## src/rtl/mips_run_monitor.sv

```systemverilog
`default_nettype none
// ============================================================================
// mips_run_monitor : gates CPU execution for a cycle budget / PC breakpoint,
//                    then streams final PC state and the register file out.
// Revision: 1.0
// ============================================================================
module mips_run_monitor #(
  parameter int DATA_W  = 32,
  parameter int PC_W    = 32,
  parameter int NREGS   = 32,
  parameter int CYCLE_W = 32,
  parameter int IDX_W   = $clog2(NREGS)
) (
  input  logic               clk,
  input  logic               rst_n,
  input  logic               start,
  input  logic [CYCLE_W-1:0] max_cycles,
  input  logic [PC_W-1:0]    halt_pc,
  input  logic               halt_on_pc_en,
  input  logic [PC_W-1:0]    pc,
  output logic               cpu_run,
  output logic [IDX_W-1:0]   rf_addr,
  input  logic [DATA_W-1:0]  rf_data,
  output logic               dump_valid,
  input  logic               dump_ready,
  output logic [IDX_W-1:0]   dump_idx,
  output logic [DATA_W-1:0]  dump_data,
  output logic [PC_W-1:0]    final_pc,
  output logic [CYCLE_W-1:0] cycle_count,
  output logic [1:0]         halt_cause,
  output logic               busy,
  output logic               done
);

  localparam logic [1:0] S_IDLE = 2'd0;
  localparam logic [1:0] S_RUN  = 2'd1;
  localparam logic [1:0] S_DUMP = 2'd2;
  localparam logic [1:0] S_DONE = 2'd3;

  localparam logic [IDX_W-1:0]   C_LAST_IDX = IDX_W'(NREGS - 1);
  localparam logic [IDX_W-1:0]   C_IDX_ONE  = IDX_W'(1);
  localparam logic [CYCLE_W-1:0] C_CYC_ONE  = CYCLE_W'(1);

  logic [1:0]         r_state;
  logic [1:0]         w_next_state;
  logic [CYCLE_W-1:0] r_max_cycles;
  logic [PC_W-1:0]    r_halt_pc;
  logic               r_halt_en;
  logic [CYCLE_W-1:0] r_cycle_count;
  logic [PC_W-1:0]    r_final_pc;
  logic [1:0]         r_halt_cause;
  logic [IDX_W-1:0]   r_idx;

  logic w_bp_hit;
  logic w_budget_out;
  logic w_run;
  logic w_start_acc;
  logic w_dump_fire;

  assign w_bp_hit     = r_halt_en && (pc == r_halt_pc);
  assign w_budget_out = (r_cycle_count == r_max_cycles);
  // Combinational so the instruction sitting at the breakpoint never issues.
  assign w_run        = (r_state == S_RUN) && !w_bp_hit && !w_budget_out;
  assign w_start_acc  = start && ((r_state == S_IDLE) || (r_state == S_DONE));
  assign w_dump_fire  = (r_state == S_DUMP) && dump_ready;

  always_ff @(posedge clk or negedge rst_n) begin
    if (!rst_n) begin
      r_state <= S_IDLE;
    end else begin
      r_state <= w_next_state;
    end
  end

  always_comb begin
    w_next_state = r_state;
    case (r_state)
      S_IDLE, S_DONE: if (start)                                 w_next_state = S_RUN;
      S_RUN:          if (!w_run)                                w_next_state = S_DUMP;
      S_DUMP:         if (dump_ready && (r_idx == C_LAST_IDX))   w_next_state = S_DONE;
      default:                                                   w_next_state = S_IDLE;
    endcase
  end

  always_comb begin
    cpu_run    = w_run;
    busy       = (r_state == S_RUN) || (r_state == S_DUMP);
    done       = (r_state == S_DONE);
    dump_valid = (r_state == S_DUMP);
    rf_addr    = (r_state == S_DUMP) ? r_idx : '0;
    dump_idx   = rf_addr;
  end

  always_ff @(posedge clk or negedge rst_n) begin
    if (!rst_n) begin
      r_max_cycles  <= '0;
      r_halt_pc     <= '0;
      r_halt_en     <= 1'b0;
      r_cycle_count <= '0;
      r_final_pc    <= '0;
      r_halt_cause  <= 2'b00;
      r_idx         <= '0;
    end else if (w_start_acc) begin
      r_max_cycles  <= max_cycles;
      r_halt_pc     <= halt_pc;
      r_halt_en     <= halt_on_pc_en;
      r_cycle_count <= '0;
      r_halt_cause  <= 2'b00;
      r_idx         <= '0;
    end else if (r_state == S_RUN) begin
      if (w_run) begin
        r_cycle_count <= r_cycle_count + C_CYC_ONE;
      end else begin
        r_final_pc   <= pc;
        r_halt_cause <= {w_bp_hit, w_budget_out};
      end
    end else if (w_dump_fire && (r_idx != C_LAST_IDX)) begin
      r_idx <= r_idx + C_IDX_ONE;
    end
  end

  assign dump_data   = rf_data;
  assign final_pc    = r_final_pc;
  assign cycle_count = r_cycle_count;
  assign halt_cause  = r_halt_cause;

endmodule
`default_nettype wire

```

## config.mk

```make
export PLATFORM = sky130hd
export DESIGN_NAME = mips_run_monitor
export DESIGN_NICKNAME = d
export VERILOG_FILES = /design/src/rtl/mips_run_monitor.sv
export SDC_FILE = /design/constraint.sdc
export NUM_CORES = 1
export LEC_CHECK = 0
export CAP_MARGIN = 25
export CORE_UTILIZATION = 60
export DETAILED_ROUTE_END_ITERATION = 10
export DONT_BUFFER_PORTS = 1
export PLACE_DENSITY = 0.73
export SETUP_SLACK_MARGIN = 0.15
export SLEW_MARGIN = 20
export SYNTH_ARGS = -nofsm -noshare
export SYNTH_HDL_FRONTEND = slang
export SYNTH_SLANG_ARGS = --single-unit
export TNS_END_PERCENT = 10
```

## constraint.sdc

```tcl
create_clock -name clk -period 3.1 [get_ports clk]
set_input_delay 0.62 -clock clk [delete_from_list [all_inputs] [get_ports clk]]
set_output_delay 0.62 -clock clk [all_outputs]
set_load 0.1 [all_outputs]
```

# Yosys cells after proc, flatten, opt, wreduce, memory -nomap -nowiden
# Cells that the tools add are included.
[totals] ff_bits=138 latch_bits=0 ramBits=0 rom_bits=0 out_inout_bits=112 wordCells=59 n_memories=0
[classes] addsub=2 mul=0 div_mod_pow=0 magnitude_cmp=0 eq_ne=12 n_shift=0 mux=14 bitwise_logic=2 n_reduce_logical=21
[ops] op="$mux 32" n=3
[ops] op="$eq 32x32->1" n=2
[ops] op="$add 32x1->32 const B" n=1
[ops] op="$mux 5" n=4
[ops] op="$mux 2" n=6
[ops] op="$logic_and 1x1->1" n=7
[ops] op="$ne 2x2->1 const B" n=3
[ops] op="$pmux 2 s3" n=1
[ops] op="$reduce_and 2->1" n=3
[ops] op="$reduce_and 3->1" n=2
[ops] op="$reduce_bool 2->1" n=3
[ops] op="$add 5x1->5 const B" n=1
[ops] op="$eq 5x5->1 const B" n=1
[ops] op="$ne 5x5->1 const B" n=1
[ops] op="$eq 2x2->1 const B" n=2
[ops] op="$ne 2x1->1 const B" n=2
[ops] op="$eq 2x1->1 const B" n=1
[ops] op="$logic_not 1->1" n=2
[ops] op="$logic_not 2->1" n=1
[ops] op="$logic_or 1x1->1" n=2
[ops] op="$not 1->1" n=2
[ops] op="$reduce_or 2->1" n=1

# Longest topological paths before layout
# Gate-level depths: netlist of the first run.
[depth] ltp_word=8 mapped_depth=9 mapped_depth_nobuf=7

# Least setup slack after synthesis of the first run
# No wires, ideal clock.
[synth_path] path_kind="flip-flop to output port" startpoint="register r_cycle_count[20] (netlist: cycle_count[20])" endpoint="output cpu_run" arrival_ns=3.200 required_ns=2.480 slack_ns=-0.720 path_stages_with_launch=8 n_path_buf=2 cell_sequence="dfrtp_1 > buf_6 > xor2_1 > nor4_2 > nand4_2 > o21ai_0 > buf_2 > nor2_1"
[synth_between] elab_chain_cells=3
[synth_rtl] element="start: declaration" line_no="49" source="logic [CYCLE_W-1:0] r_cycle_count;"
[synth_rtl] element="start signal: assignment" line_no="112" source="r_cycle_count <= r_cycle_count + C_CYC_ONE;"
[synth_rtl] element="$eq 32x32->1" line_no="61" source="assign w_budget_out = (r_cycle_count == r_max_cycles);"
[synth_rtl] element="$logic_not 1->1" line_no="63" source="assign w_run = (r_state == S_RUN) && !w_bp_hit && !w_budget_out;"
[synth_rtl] element="$logic_and 1x1->1" line_no="63"
[synth_rtl] element="end: declaration" line_no="21" source="output logic cpu_run,"
# Every way passes these cells.

# Final worst setup path of the first run
[layout_path] startpoint="register r_halt_pc[27]" endpoint="output cpu_run"
[layout_between] elab_chain_cells=5
[layout_rtl] element="start: declaration" line_no="47" source="logic [PC_W-1:0] r_halt_pc;"
[layout_rtl] element="start signal: assignment" line_no="105" source="r_halt_pc <= halt_pc;"
[layout_rtl] element="$eq 32x32->1" line_no="60" source="assign w_bp_hit = r_halt_en && (pc == r_halt_pc);"
[layout_rtl] element="$logic_and 1x1->1" line_no="60"
[layout_rtl] element="$logic_not 1->1" line_no="63"
[layout_rtl] element="$logic_and 1x1->1 (2 in a row)" line_no="63"
# Every way passes these cells.

==> qor.yml, run 1 <==
cellPowerDensity_nw_per_um2: 905
holdWs_ns: -0.119
clk_pin_slew_ns: 0.06
synthCells: 780
finalWirelength_mm: 19.1
cts_buffers: 17
dieWidth_microns: 113
clock_path_buffers: 2
hold_viol: 138
start_util: 0.614
syn_nets: 920
synthesis.area_sq_um: 7350
die-area_sq_um: 12700
drtAntennaViolNets: 0
grt-ovfl-total: 0
hpwl_mm: 13.1
tns_ns: 0
drv_slew: 0
antenna_found_initial: 0
grt_util_all_layers: 0.313
violations: "hold timing"
yosysSeqAreaShare: 0.470
min_path_type: "in2async"
clk_latency_ns: 0.43
grt_max_degree: 139
htreeDepth: 4
worstPathMaxFanout: 2
first_pass_iters: 7
vias: 5788
grt_pass1_wl_mm: 30.2
worst_r2r_path_depth: 8
endpoint_kind: "output pin"
gp_congestion: 0.900
worst_ep_arrival_time_ns: 2.26
ir_worst_vdd_mv: 0.659
synth-seq-cells: 138
num_rows: 40
leakage_nw: 3.85
period_minus_slack_ns: 2.88
first_global_vias: 5785
fin_skew_ns: 0.00916
num_antenna_cells: 0
rsz0062_at_grt: "false"
worstMarginPinSlew_ns: 0.933
syn_to_final_growth_pct: 12.9
timing.rr.end: "final_pc[31]"
dp.cells: 899
drc: 0
first_iter_violations: 529
final_nets: 913
setup_violations: 0
synth_top_area_frac: 0.470
fmax_mhz: 347
drive_gt1_frac: 0.215
rrSetupSlack_ns: 0.34
n_fill_cell: 870
crit_type: "reg2out"
stdcell_count: 933
status: "finished, violations left"
post-route-period-util: 0.929
port_buffers: 0
routed_via_density: 6.20
synth.distinct_cells: 45
synth_area_per_cell_sq_um: 9.42
yosys_warnings: 0
start_kind: "register"
maxSlewHeadroom: 0.378
cts_root_buf: "clkbuf_16"
wl_per_cell_microns: 20.5
core-area_sq_um: 12000
synth_top_area_cell: "dfrtp_1"
ios: 245
required_ns: 2.48
synth_top_cells_by_area: "dfrtp_1 (47%), nand2_1 (11%), mux2_4 (6.1%)"
cts_tree: "done"
clkSinkCount: 138
reg2reg_from: "r_max_cycles[29]"
die_h_microns: 113
maxCapViolCount: 0
[stage by stage]
step | worst slack (ns) | hold slack, ns | utilization | total power, mW | area [sq um]
2_1_floorplan | 0.107 | 0.324 | - | 4.83 | 7390
6_report | 0.219 | -0.119 | 0.693 | 7.50 | 8290
3_3_place_gp | 0.169 | 0.330 | 0.632 | 5.16 | 7560
3_5_place_dp | 0.145 | 0.330 | 0.632 | 5.25 | 7560
5_1_grt | 0.160 | -0.127 | 0.693 | 7.90 | 8290
4_1_cts | 0.154 | -0.115 | 0.690 | 7.45 | 8250
[how the worst max path moves through the flow]
| stage | cells past startpoint | endpoint | from |
|---|---|---|---|
| floorplan | 6 | cpu_run | cycle_count[27] |
| global placement | 7 | r_state[1] | pc[22] |
| detailed placement | 7 | r_state[0] | pc[22] |
| CTS | 6 | cpu_run | r_max_cycles[29] |
| global route | 6 | cpu_run | r_halt_pc[27] |
| finish | 6 | cpu_run | r_halt_pc[27] |
[layer usage]
| metal | up-vias | routed length (microns) | GRT usage |
|---|---|---|---|
| met2 | 324 | 8640 | 0.449 |
| li1 | 2608 | - | - |
| met4 | 0 | 336 | 0.113 |
| met3 | 36 | 2140 | 0.118 |
| met1 | 2820 | 7960 | 0.435 |
| met5 | - | 0 | 0 |
[placed cells by master (no fill, tap or decap), drive strengths merged, types with 7 or more instances in the layout]
| cell | netlist | layout |
|---|---|---|
| nand2 | 219 | 219 |
| dfrtp | 138 | 138 |
| buf | 49 | 52 |
| o21ai | 49 | 49 |
| xor2 | 37 | 37 |
| mux2 | 33 | 33 |
| a21oi | 28 | 28 |
| xnor2 | 28 | 28 |
| nand4 | 23 | 23 |
| nor4 | 22 | 22 |
| or3 | 19 | 19 |
| nand3 | 18 | 18 |
| clkbuf | 29 | 18 |
| nor2 | 14 | 14 |
| or4 | 9 | 9 |
| inv | 6 | 9 |
| nor3 | 7 | 7 |
| ha | 7 | 7 |
| and2 | 7 | 7 |
[cell families after synthesis]
logic type / after synthesis / share of synthesized area
xor+xnor: 65 / 0.0775
mux: 35 / 0.0686
compound gates: 97 / 0.0766
simple gates: 354 / 0.225
flops: 138 / 0.470
buf+inv: 84 / 0.0705
fa+ha+maj: 7 / 0.0119
[area by class of cell]
type                    count  area (sq um)  share of cell area
repair buffers             52           490              0.0591
flip-flops and latches    138          3480               0.420
inverters                   6          22.5             0.00272
clock buffers              18           429              0.0518
clock inverters            14           195              0.0235
multi-input cells         558          3490               0.421
well taps                 147           184              0.0222
[sequential cells by signal, summed over array words and instances (netlist names)]
register      flops
final_pc         32
halt_cause        2
cycle_count      32
r_state           2
r_max_cycles     32
r_halt_en         1
r_idx             5
r_halt_pc        32
[what timing repair did]
| action | in CTS | in global routing |
|---|---|---|
| setup endpoints to repair | 1 | 1 |
| gates resized for setup | 11 | 4 |
| buffers inserted | 0 | 2 |
| pin swaps | 5 | 3 |
| endpoints found under the hold margin | 138 | 138 |
[report_power, final]
| part | internal (mW) | leakage (nW) | switching (mW) |
|---|---|---|---|
| clock network | 1.35 | 0.305 | 0.800 |
| registers | 2.28 | 1.70 | 0.555 |
| logic | 0.852 | 1.84 | 1.67 |
[synth_stat cells (all sizes together)]
cell type and instances:
nand2 219, dfrtp 138, buf 49, o21ai 49, xor2 37, mux2 33
clkbuf 29, a21oi 28, xnor2 28, nand4 23, nor4 22, or3 19
nand3 18, nor2 14, or4 9, and2 7, ha 7, nor3 7
and3 6, inv 6, and4 4, o211ai 4, o21a 3, o31ai 3
a22o 2, a31o 2, mux2i 2, o31a 2, a211oi 1, a31oi 1
and3b 1, nand3b 1, nor4b 1, nor4bb 1, o221ai 1, o311ai 1
or2 1, or4b 1
[worst max-delay path, stage by stage (launching register included)]
cell and delay [ns]:
dfrtp_1 0.39, xor2_1 0.18, or4_4 0.55, nor4_4 0.23
and3b_2 0.26, nor2_4 0.05, buf_12 0.17
No activity file was read; power rests on OpenSTA's default activity.
==> run 2, diff against run 1 <==
HOLD_SLACK_MARGIN = 0.02   (was unset)
==> results of run 2 <==
Final layout, timing and power as in run 1 (identical DEF).
